File: src/rtl/router_pkg.sv
// Shared types and constants for the router input stage.
//   flit_type_e : 2-bit flit type encoding carried alongside every payload
//   vc_state_e  : per-virtual-channel control state
//   DIR_W       : width of a routing direction
package router_pkg;

  localparam int unsigned DIR_W       = 2;
  localparam int unsigned FLIT_TYPE_W = 2;

  typedef enum logic [1:0] {
    HEAD      = 2'b00,
    BODY      = 2'b01,
    TAIL      = 2'b10,
    HEAD_TAIL = 2'b11
  } flit_type_e;

  typedef enum logic [1:0] {
    IDLE     = 2'b00,
    ROUTING  = 2'b01,
    VC_ALLOC = 2'b10,
    ACTIVE   = 2'b11
  } vc_state_e;

  // Flit opens a packet.
  function automatic logic is_head(input logic [FLIT_TYPE_W-1:0] t);
    return (t == HEAD) || (t == HEAD_TAIL);
  endfunction

  // Flit closes a packet.
  function automatic logic is_tail(input logic [FLIT_TYPE_W-1:0] t);
    return (t == TAIL) || (t == HEAD_TAIL);
  endfunction

endpackage

File: src/rtl/vc_fifo.sv
// Single virtual-channel flit FIFO.
//   clk, rst_n : clock, synchronous active-low reset (empties the FIFO)
//   push, din  : write strobe and data; ignored when full unless popping
//   pop        : remove the head entry; ignored when empty
//   dout       : current head entry (valid while !empty)
//   empty/full : occupancy flags
//   count      : occupancy, 0..DEPTH
module vc_fifo #(
  parameter  int unsigned DEPTH = 4,
  parameter  int unsigned WIDTH = 34,
  localparam int unsigned PTR_W = (DEPTH > 1) ? $clog2(DEPTH) : 1,
  localparam int unsigned CNT_W = $clog2(DEPTH + 1)
) (
  input  logic             clk,
  input  logic             rst_n,
  input  logic             push,
  input  logic             pop,
  input  logic [WIDTH-1:0] din,
  output logic [WIDTH-1:0] dout,
  output logic             empty,
  output logic             full,
  output logic [CNT_W-1:0] count
);

  logic [WIDTH-1:0] mem_q [DEPTH];
  logic [PTR_W-1:0] rd_ptr_q, rd_ptr_d;
  logic [PTR_W-1:0] wr_ptr_q, wr_ptr_d;
  logic [CNT_W-1:0] cnt_q, cnt_d;
  logic             do_push, do_pop;

  // Pointer and occupancy update; a full FIFO accepts a write only alongside a pop.
  always_comb begin
    do_pop   = pop && (cnt_q != '0);
    do_push  = push && ((cnt_q != CNT_W'(DEPTH)) || do_pop);
    rd_ptr_d = rd_ptr_q;
    wr_ptr_d = wr_ptr_q;
    cnt_d    = cnt_q;
    if (do_pop)  rd_ptr_d = rd_ptr_q + PTR_W'(1);
    if (do_push) wr_ptr_d = wr_ptr_q + PTR_W'(1);
    case ({do_push, do_pop})
      2'b10:   cnt_d = cnt_q + CNT_W'(1);
      2'b01:   cnt_d = cnt_q - CNT_W'(1);
      default: cnt_d = cnt_q;
    endcase
  end

  always_ff @(posedge clk) begin
    if (!rst_n) begin
      rd_ptr_q <= '0;
      wr_ptr_q <= '0;
      cnt_q    <= '0;
    end else begin
      rd_ptr_q <= rd_ptr_d;
      wr_ptr_q <= wr_ptr_d;
      cnt_q    <= cnt_d;
    end
  end

  // Storage needs no reset: entries are only read behind a valid count.
  always_ff @(posedge clk) begin
    if (do_push) mem_q[wr_ptr_q] <= din;
  end

  assign dout  = mem_q[rd_ptr_q];
  assign empty = (cnt_q == '0);
  assign full  = (cnt_q == CNT_W'(DEPTH));
  assign count = cnt_q;

endmodule

File: src/rtl/input_vc_unit.sv
// Per-input-port front end of the virtual-channel router.
//   in_*            : incoming flit (valid, target VC, type, payload)
//   credit_*        : registered credit return, one freed slot per cycle max
//   rc_dest_router  : head destination to route_compute; rc_direction returns same cycle
//   va_req/va_dir   : VC-allocation requests and latched per-VC directions
//   va_grant_*      : VC allocation grant (input VC, downstream VC)
//   sa_req          : switch requests from ACTIVE, non-empty VCs
//   sa_grant_*      : switch grant
//   out_*           : registered dequeued flit toward the crossbar
//   err_overflow/err_protocol : sticky error flags
module input_vc_unit
  import router_pkg::*;
#(
  parameter  int unsigned NUM_VCS         = 4,
  parameter  int unsigned BUFFER_DEPTH    = 4,
  parameter  int unsigned NUM_ROUTERS     = 16,
  parameter  int unsigned FLIT_DATA_WIDTH = 32,
  localparam int unsigned VC_ID_BITS      = (NUM_VCS > 1) ? $clog2(NUM_VCS) : 1,
  localparam int unsigned ROUTER_ID_BITS  = (NUM_ROUTERS > 1) ? $clog2(NUM_ROUTERS) : 1
) (
  input  logic                         clk,
  input  logic                         rst_n,
  input  logic                         in_valid,
  input  logic [VC_ID_BITS-1:0]        in_vc,
  input  logic [1:0]                   in_flit_type,
  input  logic [FLIT_DATA_WIDTH-1:0]   in_flit_data,
  output logic                         credit_valid,
  output logic [VC_ID_BITS-1:0]        credit_vc,
  output logic [ROUTER_ID_BITS-1:0]    rc_dest_router,
  input  logic [1:0]                   rc_direction,
  output logic [NUM_VCS-1:0]           va_req,
  output logic [NUM_VCS*2-1:0]         va_dir,
  input  logic                         va_grant_valid,
  input  logic [VC_ID_BITS-1:0]        va_grant_vc,
  input  logic [VC_ID_BITS-1:0]        va_grant_out_vc,
  output logic [NUM_VCS-1:0]           sa_req,
  input  logic                         sa_grant_valid,
  input  logic [VC_ID_BITS-1:0]        sa_grant_vc,
  output logic                         out_valid,
  output logic [1:0]                   out_flit_type,
  output logic [FLIT_DATA_WIDTH-1:0]   out_flit_data,
  output logic [1:0]                   out_dir,
  output logic [VC_ID_BITS-1:0]        out_vc,
  output logic                         err_overflow,
  output logic                         err_protocol
);

  localparam int unsigned FW    = FLIT_TYPE_W + FLIT_DATA_WIDTH;
  localparam int unsigned CNT_W = $clog2(BUFFER_DEPTH + 1);

  // Per-VC control state
  vc_state_e             state_q [NUM_VCS];
  vc_state_e             state_d [NUM_VCS];
  logic [DIR_W-1:0]      dir_q   [NUM_VCS];
  logic [DIR_W-1:0]      dir_d   [NUM_VCS];
  logic [VC_ID_BITS-1:0] ovc_q   [NUM_VCS];
  logic [VC_ID_BITS-1:0] ovc_d   [NUM_VCS];
  logic [VC_ID_BITS-1:0] rr_q, rr_d;

  // Registered outputs
  logic                       credit_valid_q, credit_valid_d;
  logic [VC_ID_BITS-1:0]      credit_vc_q, credit_vc_d;
  logic                       out_valid_q, out_valid_d;
  logic [1:0]                 out_type_q, out_type_d;
  logic [FLIT_DATA_WIDTH-1:0] out_data_q, out_data_d;
  logic [DIR_W-1:0]           out_dir_q, out_dir_d;
  logic [VC_ID_BITS-1:0]      out_vc_q, out_vc_d;
  logic                       err_ovf_q, err_ovf_d;
  logic                       err_prot_q, err_prot_d;

  // FIFO interface
  logic [NUM_VCS-1:0] push, pop, empty, full;
  logic [FW-1:0]      dout  [NUM_VCS];
  logic [CNT_W-1:0]   count [NUM_VCS];
  logic               unused_count;

  // Arbitration results
  logic                  sa_hit, pe_hit, rc_found;
  logic [VC_ID_BITS-1:0] sa_vc, pe_vc, rc_sel;
  int unsigned           rc_idx;

  for (genvar g = 0; g < NUM_VCS; g++) begin : g_fifo
    vc_fifo #(
      .DEPTH (BUFFER_DEPTH),
      .WIDTH (FW)
    ) u_fifo (
      .clk   (clk),
      .rst_n (rst_n),
      .push  (push[g]),
      .pop   (pop[g]),
      .din   ({in_flit_type, in_flit_data}),
      .dout  (dout[g]),
      .empty (empty[g]),
      .full  (full[g]),
      .count (count[g])
    );
  end

  // Occupancy is tracked through empty/full; count is only observed.
  always_comb begin
    unused_count = 1'b0;
    for (int unsigned v = 0; v < NUM_VCS; v++) unused_count = unused_count ^ (^count[v]);
  end

  // Allocator-facing request and direction vectors.
  always_comb begin
    va_req = '0;
    sa_req = '0;
    va_dir = '0;
    for (int unsigned v = 0; v < NUM_VCS; v++) begin
      va_req[v] = (state_q[v] == VC_ALLOC);
      sa_req[v] = (state_q[v] == ACTIVE) && !empty[v];
      va_dir[v*DIR_W +: DIR_W] = dir_q[v];
    end
  end

  // Pop sources: a valid switch grant wins; otherwise the lowest IDLE VC with a stray BODY/TAIL.
  always_comb begin
    sa_hit = 1'b0;
    sa_vc  = '0;
    pe_hit = 1'b0;
    pe_vc  = '0;
    for (int unsigned v = 0; v < NUM_VCS; v++) begin
      if (sa_grant_valid && (sa_grant_vc == VC_ID_BITS'(v)) && sa_req[v]) begin
        sa_hit = 1'b1;
        sa_vc  = VC_ID_BITS'(v);
      end
      if (!pe_hit && (state_q[v] == IDLE) && !empty[v] &&
          !is_head(dout[v][FW-1 -: FLIT_TYPE_W])) begin
        pe_hit = 1'b1;
        pe_vc  = VC_ID_BITS'(v);
      end
    end
  end

  // Round-robin pick of one ROUTING VC starting at rr_q.
  always_comb begin
    rc_found = 1'b0;
    rc_sel   = '0;
    rc_idx   = 0;
    for (int unsigned i = 0; i < NUM_VCS; i++) begin
      rc_idx = (int'(rr_q) + i) % NUM_VCS;
      if (!rc_found && (state_q[rc_idx] == ROUTING)) begin
        rc_found = 1'b1;
        rc_sel   = VC_ID_BITS'(rc_idx);
      end
    end
  end

  assign rc_dest_router = rc_found ? dout[rc_sel][ROUTER_ID_BITS-1:0] : '0;

  // Next-state for VC FSMs, FIFO strobes and registered outputs.
  always_comb begin
    state_d        = state_q;
    dir_d          = dir_q;
    ovc_d          = ovc_q;
    rr_d           = rr_q;
    push           = '0;
    pop            = '0;
    credit_valid_d = 1'b0;
    credit_vc_d    = '0;
    out_valid_d    = 1'b0;
    out_type_d     = '0;
    out_data_d     = '0;
    out_dir_d      = '0;
    out_vc_d       = '0;
    err_ovf_d      = err_ovf_q;
    err_prot_d     = err_prot_q;

    if (sa_hit) begin
      pop[sa_vc]     = 1'b1;
      credit_valid_d = 1'b1;
      credit_vc_d    = sa_vc;
      out_valid_d    = 1'b1;
      out_type_d     = dout[sa_vc][FW-1 -: FLIT_TYPE_W];
      out_data_d     = dout[sa_vc][FLIT_DATA_WIDTH-1:0];
      out_dir_d      = dir_q[sa_vc];
      out_vc_d       = ovc_q[sa_vc];
    end else if (pe_hit) begin
      pop[pe_vc]     = 1'b1;
      credit_valid_d = 1'b1;
      credit_vc_d    = pe_vc;
      err_prot_d     = 1'b1;
    end

    if (rc_found) rr_d = VC_ID_BITS'((int'(rc_sel) + 1) % NUM_VCS);

    for (int unsigned v = 0; v < NUM_VCS; v++) begin
      if (in_valid && (in_vc == VC_ID_BITS'(v))) begin
        if (!full[v] || pop[v]) push[v]   = 1'b1;
        else                    err_ovf_d = 1'b1;
      end

      case (state_q[v])
        IDLE: begin
          // An empty VC looks at the incoming flit so a fresh head routes next cycle.
          if (!empty[v]) begin
            if (is_head(dout[v][FW-1 -: FLIT_TYPE_W])) state_d[v] = ROUTING;
          end else if (in_valid && (in_vc == VC_ID_BITS'(v)) && is_head(in_flit_type)) begin
            state_d[v] = ROUTING;
          end
        end
        ROUTING: begin
          if (rc_found && (rc_sel == VC_ID_BITS'(v))) begin
            dir_d[v]   = rc_direction;
            state_d[v] = VC_ALLOC;
          end
        end
        VC_ALLOC: begin
          if (va_grant_valid && (va_grant_vc == VC_ID_BITS'(v))) begin
            ovc_d[v]   = va_grant_out_vc;
            state_d[v] = ACTIVE;
          end
        end
        ACTIVE: begin
          if (sa_hit && (sa_vc == VC_ID_BITS'(v)) && is_tail(dout[v][FW-1 -: FLIT_TYPE_W]))
            state_d[v] = IDLE;
        end
        default: state_d[v] = IDLE;
      endcase
    end
  end

  always_ff @(posedge clk) begin
    if (!rst_n) begin
      for (int unsigned v = 0; v < NUM_VCS; v++) begin
        state_q[v] <= IDLE;
        dir_q[v]   <= '0;
        ovc_q[v]   <= '0;
      end
      rr_q           <= '0;
      credit_valid_q <= 1'b0;
      credit_vc_q    <= '0;
      out_valid_q    <= 1'b0;
      out_type_q     <= '0;
      out_data_q     <= '0;
      out_dir_q      <= '0;
      out_vc_q       <= '0;
      err_ovf_q      <= 1'b0;
      err_prot_q     <= 1'b0;
    end else begin
      state_q        <= state_d;
      dir_q          <= dir_d;
      ovc_q          <= ovc_d;
      rr_q           <= rr_d;
      credit_valid_q <= credit_valid_d;
      credit_vc_q    <= credit_vc_d;
      out_valid_q    <= out_valid_d;
      out_type_q     <= out_type_d;
      out_data_q     <= out_data_d;
      out_dir_q      <= out_dir_d;
      out_vc_q       <= out_vc_d;
      err_ovf_q      <= err_ovf_d;
      err_prot_q     <= err_prot_d;
    end
  end

  assign credit_valid  = credit_valid_q;
  assign credit_vc     = credit_vc_q;
  assign out_valid     = out_valid_q;
  assign out_flit_type = out_type_q;
  assign out_flit_data = out_data_q;
  assign out_dir       = out_dir_q;
  assign out_vc        = out_vc_q;
  assign err_overflow  = err_ovf_q;
  assign err_protocol  = err_prot_q;

endmodule
File: config.mk
export PLATFORM = sky130hd
export DESIGN_NAME = input_vc_unit
export DESIGN_NICKNAME = d
export VERILOG_FILES = /design/src/rtl/router_pkg.sv /design/src/rtl/vc_fifo.sv /design/src/rtl/input_vc_unit.sv
export SDC_FILE = /design/constraint.sdc
export NUM_CORES = 1
export LEC_CHECK = 0
export BUFFER_PORTS_ARGS = -buffer_cell sky130_fd_sc_hd__buf_2
export CORE_MARGIN = 5
export CORE_UTILIZATION = 55
export DETAILED_ROUTE_END_ITERATION = 8
export PLACE_DENSITY = 0.72
export SLEW_MARGIN = 20
export SYNTH_ARGS = -nofsm -noshare
export SYNTH_HDL_FRONTEND = slang
export SYNTH_SLANG_ARGS = --single-unit
File: constraint.sdc
create_clock -name clk -period 6.1 [get_ports clk]
set_input_delay 0.915 -clock clk [delete_from_list [all_inputs] [get_ports clk]]
set_output_delay 0.915 -clock clk [all_outputs]
set_load 0.005 [all_outputs]
Word-level counts from Yosys, hierarchy flattened --
Memory sizes are Yosys's and may differ from the RTL's. A register that Yosys moved wholly into a read port is not among the register bits. Cells that the tools add are included.
Cells by class: $add $sub $neg 20, order comparisons 10, equality and inequality tests 76, muxes and demuxes 122, bitwise gates (word level) 7, reductions and logical operators 135
Operators with widths (number):
- 34-bit binary-select mux with 2-bit select | 2
- 33-bit by 3-bit >= comparator with 1-bit output (second input constant) | 4
- 2-bit NOT with 33-bit output | 4
- 2-bit two-way mux | 54
- 34-bit two-way mux | 2
- 2-bit equality test (second input constant) | 31
- 1-bit logical AND | 60
- 1-bit two-way mux | 43
- 2-bit by 1-bit equality test with 1-bit output (second input constant) | 17
- 2-bit one-hot mux with 4 select lines | 4
- 2-bit logical NOT | 14
- 2-bit binary-select mux with 2-bit select | 6
- 3-bit inequality test (second input constant) | 8
- 3-bit one-hot mux with 2 select lines | 4
- 2-bit by 1-bit adder with 2-bit output (second input constant) | 10
- 4-bit two-way mux | 5
- 2-bit AND reduction | 10
- 5-bit AND reduction | 4
- 1-bit logical NOT | 18
- 1-bit logical OR | 17
- 2-bit by 1-bit inequality test with 1-bit output (second input constant) | 8
- 3-bit by 1-bit adder with 3-bit output (second input constant) | 4
- 3-bit equality test (second input constant) | 4
- 3-bit logical NOT | 4
- 12 further kinds | 33
Storage, ports and cells: flip-flop bits (word level) 98, RAM bits 544, input bits 49, word-level logic and storage cells 408, memories kept 4
Memories:
- g_fifo[0].u_fifo.mem_q | depth 4, width 34, rd ports 1, clocked after Yosys merged registers in 1, write ports 1, RTL line vc_fifo.sv:25 | logic [WIDTH-1:0] mem_q [DEPTH];
- g_fifo[1].u_fifo.mem_q | depth 4, width 34, rd ports 1, clocked after Yosys merged registers in 1, write ports 1, RTL line vc_fifo.sv:25
- g_fifo[2].u_fifo.mem_q | depth 4, width 34, rd ports 1, clocked after Yosys merged registers in 1, write ports 1, RTL line vc_fifo.sv:25
- g_fifo[3].u_fifo.mem_q | depth 4, width 34, rd ports 1, clocked after Yosys merged registers in 1, write ports 1, RTL line vc_fifo.sv:25

Logic depth before layout (Yosys ltp) --
Gate-level depths: netlist of the first run.
depth in word-level cells 35, gate-level depth with buffers 17, gate-level depth less buffers 15

Cells and area by module --
Synthesis of the first run repeated with hierarchy kept, for this count alone.
Unflattened totals: cell total of the unflattened synthesis 1442, area, all modules 26307.7 µm²
Modules (own cells, without submodules):
- vc_fifo at g_fifo[0].u_fifo ... | times used 3, cells each 232, area an instance 5408.9 µm², sequential area each 4264.1 µm²
- vc_fifo at g_fifo[3].u_fifo | times used 1, cells each 238, area an instance 5442.7 µm², sequential area each 4264.1 µm²
- input_vc_unit | times used 1, cells each 508, area an instance 4638.2 µm², sequential area each 1401.3 µm²

Least setup slack after synthesis of the first run --
OpenSTA, ideal clock, no wires.
kind register to register, from register with a tool-made name, to memory g_fifo[1].u_fifo.mem_q[0][0], enable pin, setup time 0.394 ns, data arrival time 3.572 ns, required time 5.706 ns, setup slack 2.133 ns, stages on the path, launching flop included 11, path buffers 2, cells stage by stage dfxtp_1 clkbuf_1 buf_2 mux4_2 inv_1 ha_1 nor2b_1 o211ai_1 or3_1 a21oi_4 and2_1
RTL lines (RTL line):
- end: declaration | vc_fifo.sv:25

==> results.rst, run 1 <==
.. list-table::
   :header-rows: 1

   * - Metric
     - Value
   * - Critical-path maximum fanout
     - 20
   * - Minimum setup slack in the final design
     - 1740 ps
   * - Max-cap violation count
     - 0
   * - Critical path depth
     - 14
   * - Latest clock arrival within the worst-skew pair
     - 600 ps
   * - Combinational power share
     - 0.158
   * - Total routing resource utilization after global routing
     - 0.218
   * - Reg2reg path depth
     - 14
   * - Arrival @ worst endpoint
     - around 5000 ps
   * - Via count of the first global-routing pass
     - roughly 14000
   * - Length of the first detailed-routing pass in iterations
     - 5
   * - Max-slew violation total from the final report
     - 0
   * - DP Wirelength
     - about 32000 microns
   * - Portion of the clock cycle consumed by the worst path in the final layout
     - 0.714
   * - Unrepaired setup endpoints after global routing
     - no
   * - Number of buffers inserted to repair setup after CTS
     - 0
   * - Number of hold buffers added after cts
     - 0
   * - Antenna diode count
     - 0
   * - Number of top-level design ports
     - roughly 110
   * - Initial Utilization
     - 0.553
   * - Fraction of met2 tracks used by global routing
     - 0.357
   * - Beginning of the worst hold path
     - ovc_q[6]
   * - Arithmetic-cell share of the synthesized area counting full adders, half adders and majority gates
     - 0.0285
   * - Reg power frac
     - 0.467
   * - Worst slack at placement
     - 1740 ps
   * - Largest delay contributor family on the critical path
     - compound AO/OA/AOI/OAI gates
   * - Count of distinct cell types in the synthesized netlist
     - 66
   * - Number of clock buffers inserted by TritonCTS
     - 68
   * - Pin count of the biggest net entering global routing
     - 75
   * - Max Freq
     - 229 MHz
   * - Post-detailed-route via-to-cell ratio
     - 6.03
   * - Number of DRC violations after detailed-routing iteration 0
     - approximately 1300
   * - Hold Path Stages
     - 2
   * - Via total after detailed routing
     - approximately 13000
   * - Port Buffer Count
     - 112
   * - Worst-Margin Slew
     - 1120 ps
   * - Resized Gates After CTS
     - 0
   * - Period minus WS final
     - 4360 ps
   * - End of the worst hold path
     - out_vc[0]
   * - Busiest layer in global routing
     - met2
   * - Top cells by area, synth
     - edfxtp_1 (64%), mux4_2 (12%), dfxtp_1 (8.3%)
   * - Multiplexer share of the synthesized area
     - 0.131
   * - Post-synthesis cell type with the largest combined area
     - edfxtp_1
   * - Leakage power of the design
     - around 9.7 nW
   * - Routed Antenna Nets
     - 0
   * - Internal portion of total power
     - 0.00819 W
   * - Share of flip-flops with an asynchronous set or reset
     - 0
   * - Average wire length per cell after detail routing
     - 24.5 microns
   * - Fraction of the yosys area taken by sequential cells
     - 0.720
   * - Full die area
     - between 50000 and 60000 sq um
   * - Simple logic cell fraction of the synthesized area
     - 0.0517
   * - Clock input transition at the sequential cells of the worst setup and hold paths
     - 60 ps
   * - Horiz. Die Dim
     - about 230 microns
   * - Count of state elements after synthesis
     - 650
   * - Category of the most critical setup path
     - register to register
   * - Kind of end point of the critical path
     - register
   * - Top-area cell type share of the netlist area
     - 0.637
   * - Initial antenna violation count
     - 0
   * - Pwr/cell area
     - 378 nW/um^2
   * - Cell type of the slowest stage on the worst timing path
     - dfxtp_2
   * - Dominant combinational cell family by area after synthesis
     - multiplexers
   * - Site Rows
     - 79
   * - Global-route wire length before repair
     - between 80000 and 90000 microns
   * - Layout Area Growth over Synthesis
     - 13.4%
   * - Worst Hold Class
     - register to register
   * - Sinks on Clock Net
     - 650
   * - Library cell used as clock root buffer
     - clkbuf_16
   * - Post-synthesis share of cell area spent on xor and xnor gates
     - 0.00546
   * - Compound-cell area share of the yosys netlist
     - 0.0459
   * - GRT overflow
     - 0
   * - Wirelength, routed
     - 54800 microns
   * - Post-synthesis cell area
     - 25600 sq um
   * - Clock Tree Buf Depth
     - 3
   * - Final setup viols
     - 0
   * - Final-report hold violation count
     - 0
   * - Yosys synthesis warning count
     - 0
   * - Gate Count Post-Synth
     - 1446
   * - Power spent charging and discharging nets
     - 0.00282 W
   * - Global-route met3 utilization
     - 0.0428
   * - Fraction of power consumed by the clock network
     - 0.375
   * - Total Nets Final
     - 1678
   * - Total nets after synthesis
     - 1551
   * - Core ar.
     - between 40000 and 50000 sq um
   * - DRC violation count after routing
     - 0
   * - Cell area after placement
     - around 27000 sq um
   * - Prevailing post-synth register cell
     - edfxtp_1
   * - Met1 GRT Util
     - 0.302
   * - Delay contributed by the slowest stage of the critical path
     - 850 ps
   * - Worst vdd ir
     - 264 uV
   * - R2R Setup Slk
     - between 1500 and 2000 ps
   * - Post-Synthesis Mean Instance Area
     - approximately 18 sq um
   * - Critical-path cell list
     - mux4_2, ha_1, nor2b_1, a22o_1, nor4_4, a21oi_2, a21oi_4, inv_1, ha_1, inv_1, fa_1, xor2_1, or3_1, a21oi_1
   * - Switching power share of the total
     - 0.256
   * - End of the worst register-to-register path
     - g_fifo[3].u_fifo.count[2]
   * - Clock tree from TritonCTS
     - yes
   * - Run status
     - completed
   * - Fraction of the core area covered by cells at the end of the flow
     - 0.627
   * - Post-route cell area
     - around 29000 sq um
   * - Worst rel slew slack
     - 0.252
   * - Final sum of negative setup slack
     - 0 ps
   * - Final setup skew
     - 20.5 ps
   * - Number of enable-type register cells in the synthesized netlist
     - 544
   * - Die H
     - 226 microns
   * - Total number of H-tree levels
     - 3
   * - Critical path startpoint category
     - register
   * - Fraction of layout instances using a drive strength above 1
     - 0.249
   * - Final estimated routing congestion in global placement
     - 0.827
   * - Crit path buffers/inverters
     - 2
   * - Required time of the critical path
     - approximately 6600 ps
-- Yosys cell counts (all sizes together) (3+ instances only) --
cell type	count
nand3b	4
o31ai	9
a31oi	3
nor3b	5
or3	11
nor2b	6
nand3	14
dfxtp	106
a211oi	4
a21oi	28
o311ai	4
edfxtp	544
inv	51
a222oi	8
clkbuf	43
o211a	5
nand2b	6
nand2	128
buf	23
nand4	4
a221oi	5
mux2	4
a41oi	28
fa	4
mux2i	24
ha	52
and2	22
nor3	9
o21ai	47
mux4	136
xor2	10
nor2	58
xnor2	6
o21a	4
-- cell usage in the layout (no fill, tap or decap), types with 6 or more instances in the layout --
| cell | instances |
|---|---|
| edfxtp_1 | 544 |
| mux4_2 | 136 |
| nand2_1 | 127 |
| buf_2 | 112 |
| dfxtp_1 | 98 |
| clkbuf_16 | 68 |
| nor2_1 | 56 |
| ha_1 | 52 |
| inv_1 | 51 |
| o21ai_0 | 45 |
| a41oi_1 | 28 |
| a21oi_1 | 24 |
| mux2i_1 | 24 |
| clkbuf_1 | 18 |
| and2_2 | 16 |
| nand3_1 | 14 |
| or3_1 | 11 |
| buf_4 | 11 |
| xor2_1 | 10 |
| clkinv_1 | 9 |
| clkinv_2 | 9 |
| a222oi_1 | 8 |
| dfxtp_2 | 8 |
| o31ai_1 | 7 |
| clkbuf_8 | 7 |
| nor2b_1 | 6 |
| nand2b_1 | 6 |
| nor3_1 | 6 |
| and2_1 | 6 |
| xnor2_1 | 6 |
| bufinv_16 | 6 |
-- power groups by stage --
| stage | Sequential, W | Combinational, W | Clock, W |
|---|---|---|---|
| after floorplan | 0.00512 | 0.00136 | 0 |
| after global placement | 0.00522 | 0.00170 | 0 |
| after detailed placement | 0.00523 | 0.00173 | 0 |
| after CTS | 0.00514 | 0.00174 | 0.00419 |
| after global routing | 0.00516 | 0.00191 | 0.00440 |
| final | 0.00514 | 0.00174 | 0.00413 |
-- per-layer routing --
| layer | routed length [microns] | up-vias | share of wire |
|---|---|---|---|
| li1 | - | 5955 | - |
| met5 | 0 | - | 0 |
| met3 | 3520 | 97 | 0.064 |
| met1 | 22700 | 6909 | 0.41 |
| met2 | 27200 | 515 | 0.50 |
| met4 | 1380 | 0 | 0.025 |
-- kinds of logic after synthesis --
family	after synthesis
AO/OA/AOI/OAI	163
XOR/XNOR	16
AND/OR/NAND/NOR	279
adder cells (fa/ha/maj)	56
buffers and inverters	118
multiplexers	164
flip-flops	650
-- final cells by class --
type,count,area (sq um)
tap,607,759
fill,3169,17300
sequential,650,18500
timing repair buffer,123,643
clock buffer,93,1870
multi-input combinational,678,6770
clock inverter,33,389
inverter,52,195
-- metrics by stage --
stage	hold WS, ps	std cells	power [W]
floorplan	435	1446	0.00648
finish	478	2236	0.0110
global placement	451	2110	0.00692
CTS	475	2236	0.0111
global route	514	2236	0.0115
detailed placement	470	2110	0.00696
-- worst register-to-register path, stage by stage (launching register included) --
cell	delay [ps]
dfxtp_2	850
mux4_2	650
ha_1	340
nor2b_1	260
a22o_1	280
nor4_4	80
a21oi_2	380
a21oi_4	140
inv_1	80
ha_1	170
inv_1	60
fa_1	380
xor2_1	160
or3_1	300
a21oi_1	150
-- worst max-delay path by stage --
| stage | startpoint | endpoint | slack, ps |
|---|---|---|---|
| final | register | g_fifo[3].u_fifo.count[2] | 1740 |
| after global routing | register | g_fifo[3].u_fifo.count[2] | 1420 |
| after CTS | register | g_fifo[3].u_fifo.count[2] | 1710 |
| after detailed placement | register | g_fifo[3].u_fifo.count[2] | 1740 |
| after global placement | register | g_fifo[3].u_fifo.count[2] | 1800 |
| after floorplan | register | g_fifo[1].u_fifo.mem_q[0][0] | 2130 |
-- flip-flops by register name (all words and copies together) (netlist names), named ones only --
register	cells
g_fifo.u_fifo.mem_q	544
out_flit_data	32
g_fifo.u_fifo.count	12
g_fifo.u_fifo.rd_ptr_q	8
g_fifo.u_fifo.wr_ptr_q	8
ovc_q	8
state_q	8
va_dir	8
credit_vc	2
out_dir	2
out_flit_type	2
out_vc	2
rr_q	2
credit_valid	1
err_overflow	1
err_protocol	1
out_valid	1
Note: power is estimated with default switching activity, not from simulation.
==> run 2, diff against run 1 <==
ABC_AREA = 1   (was unset)
clock period = 4.23 ns   (was 6.1 ns; I/O delays follow)
==> run 2 against run 1 <==
Sequential cell count unchanged; non-clock buffer count increased by 36; synthesized area grew 2.1%; first-iteration DRC count rose by 31%; worst setup slack got worse by 1200 ps; register-to-register slack got worse by 1200 ps; critical endpoint is now g_fifo[2].u_fifo.count[2]; largest cell class unchanged; highest routed layer is now met5.
==> results.rst, run 2 <==
.. list-table::
   :header-rows: 1

   * - Metric
     - Value
   * - Number of hold buffers added after cts
     - 0
   * - Core ar.
     - 47400 sq um
   * - Arrival @ worst endpoint
     - 4130 ps
   * - Sinks on Clock Net
     - 650
   * - Worst vdd ir
     - about 460 uV
   * - Register ranked first by flip-flop count
     - g_fifo.u_fifo.mem_q
   * - Final estimated routing congestion in global placement
     - a little over 0.9
   * - Total number of H-tree levels
     - 3
   * - Worst Hold Class
     - input port to register
   * - Latest clock arrival within the worst-skew pair
     - 620 ps
   * - Most frequent cells in the layout
     - edfxtp_1 (544), o21ai_0 (289), nor2_1 (281), nand2_1 (189), buf_2 (112)
   * - Pwr/cell area
     - 549 nW/um^2
   * - Number of top-level design ports
     - 113
   * - Number of buffers inserted to repair setup after CTS
     - 0
   * - Post-detailed-route via-to-cell ratio
     - 6.11
   * - Worst rel slew slack
     - 0.260
   * - Gate Count Post-Synth
     - 2136
   * - Critical path startpoint category
     - register
   * - Critical-path maximum fanout
     - 13
   * - Total placed cells including tap cells
     - 2797
   * - Final setup skew
     - 39.7 ps
   * - GRT overflow
     - 0
   * - Worst hold slack across all endpoints
     - around 370 ps
   * - Global-route met3 utilization
     - 0.0511
   * - Cell area after placement
     - 27600 sq um
   * - Via count of the first global-routing pass
     - 17700
   * - Critical-path cell list
     - inv_2, nand2_1, a32oi_1, inv_1, ha_1, nor2_1, nand2_1, nand2_1, inv_1, nand3_1, nor2_1, o21ai_2, nand2_2, nand2_4, ha_1, inv_1, fa_1, a21oi_1, o21ai_0, o21ai_0, a21oi_1
   * - Worst slack at placement
     - 662 ps
   * - Simple logic cell fraction of the synthesized area
     - 0.0955
   * - Number of DRC violations after detailed-routing iteration 0
     - between 1500 and 2000
   * - Max-cap violation count
     - 0
   * - Required time of the critical path
     - 4700 ps
   * - Max Freq
     - around 270 MHz
   * - Fraction of layout instances using a drive strength above 1
     - 0.145
   * - Share of flip-flops with an asynchronous set or reset
     - 0
   * - Count of distinct cell types in the synthesized netlist
     - 49
   * - Prevailing post-synth register cell
     - edfxtp_1
   * - Run status
     - completed
   * - Resized Gates After CTS
     - 0
   * - Portion of the clock cycle consumed by the worst path in the final layout
     - 0.865
   * - DP Wirelength
     - 38500 microns
   * - Post-synthesis share of cell area spent on xor and xnor gates
     - 0.000669
   * - Non-filler instance count after layout
     - 2920
   * - Leakage power of the design
     - 10.6 nW
   * - Top cells by area, synth
     - edfxtp_1 (62%), dfxtp_1 (8.1%), o21ai_0 (5.5%)
   * - Max-slew violation total from the final report
     - 0
   * - Dominant combinational cell family by area after synthesis
     - compound AO/OA/AOI/OAI gates
   * - Total routing resource utilization after global routing
     - 0.252
   * - Routed Antenna Nets
     - 0
   * - Horiz. Die Dim
     - 228 microns
   * - Library cell used as clock root buffer
     - clkbuf_16
   * - Full die area
     - roughly 52000 sq um
   * - Layout Area Growth over Synthesis
     - 14.2%
   * - Kind of end point of the critical path
     - register
   * - Reg2reg path depth
     - 21
   * - Final-report hold violation count
     - 0
   * - Capturing element of the worst setup path
     - g_fifo[2].u_fifo.count[2]
   * - Minimum setup slack in the final design
     - 569 ps
   * - Top-area cell type share of the netlist area
     - 0.624
   * - Cell type of the slowest stage on the worst timing path
     - fa_1
   * - Fraction of met2 tracks used by global routing
     - 0.418
   * - Flip-flop count of the largest register, all copies and words added
     - ~540
   * - Final sum of negative setup slack
     - 0 ps
   * - Die H
     - 228 microns
   * - DRC violation count after routing
     - 0
   * - Post-route cell area
     - 29900 sq um
   * - Arithmetic-cell share of the synthesized area counting full adders, half adders and majority gates
     - 0.0279
   * - Final setup viols
     - 0
   * - Post-Synthesis Mean Instance Area
     - 12.3 sq um
   * - Port Buffer Count
     - roughly 110
   * - Met1 GRT Util
     - 0.330
   * - Unrepaired setup endpoints after global routing
     - no
   * - Number of clock buffers inserted by TritonCTS
     - 66
   * - Clock tree from TritonCTS
     - yes
   * - Category of the most critical setup path
     - register to register
   * - Most frequently used cell type in the post-synthesis netlist
     - edfxtp_1
   * - Length of the first detailed-routing pass in iterations
     - 6
   * - Via total after detailed routing
     - 17900
   * - Post-synthesis cell type with the largest combined area
     - edfxtp_1
   * - Busiest layer in global routing
     - met2
   * - Clock input transition at the sequential cells of the worst setup and hold paths
     - about 60 ps
   * - R2R Setup Slk
     - 570 ps
   * - Most frequent standard cell in the layout excluding fill and tap cells
     - edfxtp_1
   * - Worst-Margin Slew
     - 1110 ps
   * - Initial antenna violation count
     - 2
   * - Total nets after synthesis
     - between 2000 and 2500
   * - Number of enable-type register cells in the synthesized netlist
     - between 500 and 600
   * - End of the worst register-to-register path
     - g_fifo[2].u_fifo.count[2]
   * - Top cells by count, synth
     - edfxtp_1 (544), nor2_1 (297), o21ai_0 (289)
   * - Period minus WS final
     - 3660 ps
   * - Yosys synthesis warning count
     - 0
   * - Post-synthesis cell area
     - 26200 sq um
   * - Total Nets Final
     - 2355
   * - Fraction of the yosys area taken by sequential cells
     - 0.705
   * - Delay contributed by the slowest stage of the critical path
     - 380 ps
   * - Count of state elements after synthesis
     - 650
   * - Compound-cell area share of the yosys netlist
     - 0.135
   * - Initial Utilization
     - 0.552
   * - Global-route wire length before repair
     - 102000 microns
   * - Wirelength, routed
     - 66700 microns
   * - Average wire length per cell after detail routing
     - about 23 microns
   * - Site Rows
     - 80
   * - Clock Tree Buf Depth
     - 3
   * - Pin count of the biggest net entering global routing
     - 65
   * - Multiplexer share of the synthesized area
     - 0
==> run 2: how the worst min path moves through the flow <==
stage | cells past startpoint | to | slack [ps] | startpoint
2_1_floorplan | 2 | ovc_q[6] | 420 | ovc_q[6]
3_3_place_gp | 2 | ovc_q[7] | 440 | ovc_q[7]
3_5_place_dp | 2 | ovc_q[7] | 440 | ovc_q[7]
4_1_cts | 3 | va_dir[3] | 340 | rc_direction[1]
5_1_grt | 3 | ovc_q[5] | 340 | va_grant_out_vc[1]
6_report | 3 | ovc_q[4] | 370 | va_grant_out_vc[0]
==> run 2: logic make-up (layout without fill, tap and decap cells) <==
| kind of cell | Yosys count | after routing |
|---|---|---|
| flip-flops | 650 | 650 |
| buffers and inverters | 237 | 405 |
| other | 0 | 1 |
| XOR/XNOR | 2 | 2 |
| AO/OA/AOI/OAI | 605 | 605 |
| adder cells (fa/ha/maj) | 56 | 56 |
| AND/OR/NAND/NOR | 586 | 586 |
==> run 2: final cells by class <==
| type | instances | area [sq um] |
|---|---|---|
| sequential | 650 | 18500 |
| tap | 615 | 769 |
| clock buffer | 84 | 1820 |
| fill | 3524 | 17600 |
| timing repair buffer | 159 | 1000 |
| inverter | 124 | 480 |
| clock inverter | 38 | 468 |
| multi-input combinational | 1249 | 6890 |
| antenna | 1 | 2.50 |
==> run 2: critical path, delay by kind of cell (launching register included) <==
kind	cells	cell delay, ps
flops	1	350
simple gates	8	820
compound gates	6	1070
buf+inv	4	420
fa+ha+maj	3	870
==> run 2: routing by layer <==
metal  wire (microns)  share of wire
met1            26200           0.39
met4             2580          0.039
met5               13        0.00019
met2            32200           0.48
met3             5740          0.086
==> run 2: per-stage QoR <==
step | power (W) | util
2_1_floorplan | 0.00945 | -
3_3_place_gp | 0.0103 | 0.582
3_5_place_dp | 0.0104 | 0.582
4_1_cts | 0.0165 | 0.630
5_1_grt | 0.0171 | 0.630
6_report | 0.0164 | 0.630
==> run 2: where the power goes <==
group,switching (W),internal (W)
clock network,0.00248,0.00358
logic,0.00213,0.000959
registers,0.000131,0.00713
total,0.00474,0.0117
==> run 3, diff against run 2 <==
CORE_UTILIZATION = 61   (was 55)
CTS_CLUSTER_SIZE = 25   (was unset)
PLACE_DENSITY = 0.79   (was 0.72)
==> run 3 against run 2 <==
Sequential power barely moved; worst hold slack got worse by 43 ps; via count fell by 0.94%; clock power fell by 7.1%; core utilization rose by 6.2 points; global-route usage rose by 1.4 points; fmax fell by 7.2%; routed wire length fell by 4.0%; design area fell by 0.88%; sequential cell count did not move; critical path type unchanged; highest routed layer is now met4.
==> results.rst, run 3 (synthesis results as in run 2) <==
.. list-table::
   :header-rows: 1

   * - Metric
     - Value
   * - Library cell appearing most often on the critical path
     - inv_1
   * - Antenna diode count
     - 0
   * - Number of top-level design ports
     - about 110
   * - Arrival @ worst endpoint
     - 4450 ps
   * - Combinational power share
     - 0.192
   * - Required time of the critical path
     - 4740 ps
   * - Library cell used as clock root buffer
     - clkbuf_16
   * - Layout Area Growth over Synthesis
     - 13.2%
   * - Initial antenna violation count
     - 0
   * - Critical-path maximum fanout
     - 20
   * - Storage cell area
     - 18500 sq um
   * - Crit path buffers/inverters
     - 5
   * - Worst hold slack across all endpoints
     - 324 ps
   * - Cell area after placement
     - 27500 sq um
   * - Number of buffers inserted to repair setup after CTS
     - 0
   * - Global-route wire length before repair
     - 97800 microns
   * - Minimum setup slack in the final design
     - 287 ps
   * - Unrepaired setup endpoints after global routing
     - no
   * - Critical-path cell list
     - inv_1, buf_4, a21oi_1, a32oi_1, inv_1, ha_1, inv_1, nand3_1, nand2_1, nor2_1, o21ai_2, nand2_1, nand2_2, ha_1, inv_1, fa_1, a21oi_1, o21ai_0, o21ai_0, a21oi_1
   * - Latest clock arrival within the worst-skew pair
     - 630 ps
   * - Final setup skew
     - 15.1 ps
   * - Horiz. Die Dim
     - approximately 220 microns
   * - Most frequent standard cell in the layout excluding fill and tap cells
     - edfxtp_1
   * - Power spent charging and discharging nets
     - about 0.0046 W
   * - Switching power share of the total
     - 0.286
   * - Port Buffer Count
     - ~110
   * - Worst rel slew slack
     - 0.269
   * - Count of fill cells added during filler insertion
     - 2895
   * - Die H
     - 217 microns
   * - Total routing resource utilization after global routing
     - 0.266
   * - Run status
     - completed
   * - Site Rows
     - 76
   * - Register ranked first by flip-flop count
     - g_fifo.u_fifo.mem_q
   * - Cell type of the slowest stage on the worst timing path
     - fa_1
   * - Internal portion of total power
     - 0.0114 W
   * - Final sum of negative setup slack
     - 0 ps
   * - Final setup viols
     - 0
   * - Post-route cell area
     - 29600 sq um
   * - Worst-Margin Slew
     - 1090 ps
   * - Total number of H-tree levels
     - 2
   * - Fraction of layout instances using a drive strength above 1
     - 0.143
   * - Pwr/cell area
     - roughly 540 nW/um^2
   * - Wirelength, routed
     - 64000 microns
   * - Number of hold buffers added after cts
     - 0
   * - Critical path startpoint category
     - register
   * - Period minus WS final
     - 3940 ps
   * - Final estimated routing congestion in global placement
     - 0.883
   * - Leakage power of the design
     - 10.5 nW
   * - DP Wirelength
     - 39300 microns
   * - Length of the first detailed-routing pass in iterations
     - 5
   * - Final-report hold violation count
     - 0
   * - Worst slack at placement
     - ~450 ps
   * - Flip-flop count of the largest register, all copies and words added
     - approximately 540
   * - Non-filler instance count after layout
     - about 2800
   * - Post-detailed-route via-to-cell ratio
     - about 6.2
   * - Portion of the clock cycle consumed by the worst path in the final layout
     - 0.932
   * - DRC violation count after routing
     - 0
   * - Clock tree from TritonCTS
     - yes
   * - Clock Tree Buf Depth
     - 3
   * - Initial Utilization
     - 0.612
   * - Delay contributed by the slowest stage of the critical path
     - 380 ps
   * - Clock input transition at the sequential cells of the worst setup and hold paths
     - 60 ps
   * - Most frequent cells in the layout
     - edfxtp_1 (544), o21ai_0 (289), nor2_1 (281), nand2_1 (189), buf_2 (112)
   * - Worst Hold Class
     - input port to register
   * - Number of clock buffers inserted by TritonCTS
     - 60
   * - Via total after detailed routing
     - approximately 18000
   * - Routed Antenna Nets
     - 0
   * - GRT overflow
     - 0
   * - Full die area
     - between 40000 and 50000 sq um
   * - Number of DRC violations after detailed-routing iteration 0
     - 1912
   * - Total Nets Final
     - 2354
   * - Sinks on Clock Net
     - between 600 and 700
   * - Pin count of the biggest net entering global routing
     - 57
   * - Category of the most critical setup path
     - register to register
   * - Resized Gates After CTS
     - 0
   * - Fraction of power consumed by the clock network
     - 0.353
   * - Via count of the first global-routing pass
     - approximately 17000
   * - Average wire length per cell after detail routing
     - between 20 and 25 microns
   * - Reg power frac
     - 0.456
   * - Max-slew violation total from the final report
     - 0
   * - Largest delay contributor family on the critical path
     - compound AO/OA/AOI/OAI gates
   * - Kind of end point of the critical path
     - register
   * - Max-cap violation count
     - 0
   * - Max Freq
     - about 250 MHz
   * - Total placed cells including tap cells
     - 2733
   * - Combined area of the multi-input logic cells
     - slightly below 7000 sq um
   * - Worst vdd ir
     - 406 uV
   * - Core ar.
     - 42800 sq um
## run 3: metal layers
metal | vias up | wire length (microns) | track usage
met3 | 161 | 5430 | 0.0492
met4 | 0 | 2330 | 0.100
met2 | 893 | 31800 | 0.453
li1 | 8025 | - | -
met1 | 8606 | 24400 | 0.345
met5 | - | 0 | 0
## run 3: final cells by class
cell class	instances	area share
clock buffers	85	0.0573
clock inverters	29	0.0133
inverters	124	0.0162
multi-input cells	1249	0.233
flip-flops and latches	650	0.623
well taps	546	0.0231
repair buffers	164	0.0346
## run 3: worst min-delay path, delay by kind of cell
kind / cells / cell delay, ps
AND/OR/NAND/NOR: 1 / 80
buffers and inverters: 1 / 130
AO/OA/AOI/OAI: 1 / 60
## run 3: path summary, 6_finish.rpt
check                                        start                   endpoint  slack (ps)  depth (start not counted)
worst min register to register            ovc_q[6]                   ovc_q[6]         460                          2
worst min-delay path            va_grant_out_vc[1]                   ovc_q[5]         320                          3
worst max register to register            register  g_fifo[3].u_fifo.count[2]         290                         20
worst max-delay path                      register  g_fifo[3].u_fifo.count[2]         290                         20
## run 3: metrics by stage
stage	power (W)	utilization
detailed placement	0.0104	0.644
global route	0.0166	0.692
CTS	0.0160	0.692
finish	0.0159	0.692
global placement	0.0102	0.644
floorplan	0.00945	-
## run 3: power by group through the flow
stage | clock [W] | combinational, W | sequential (W)
final | 0.00563 | 0.00305 | 0.00727
after global placement | 0 | 0.00285 | 0.00739
after detailed placement | 0 | 0.00298 | 0.00740
after CTS | 0.00568 | 0.00301 | 0.00726
after global routing | 0.00597 | 0.00336 | 0.00728
after floorplan | 0 | 0.00209 | 0.00736
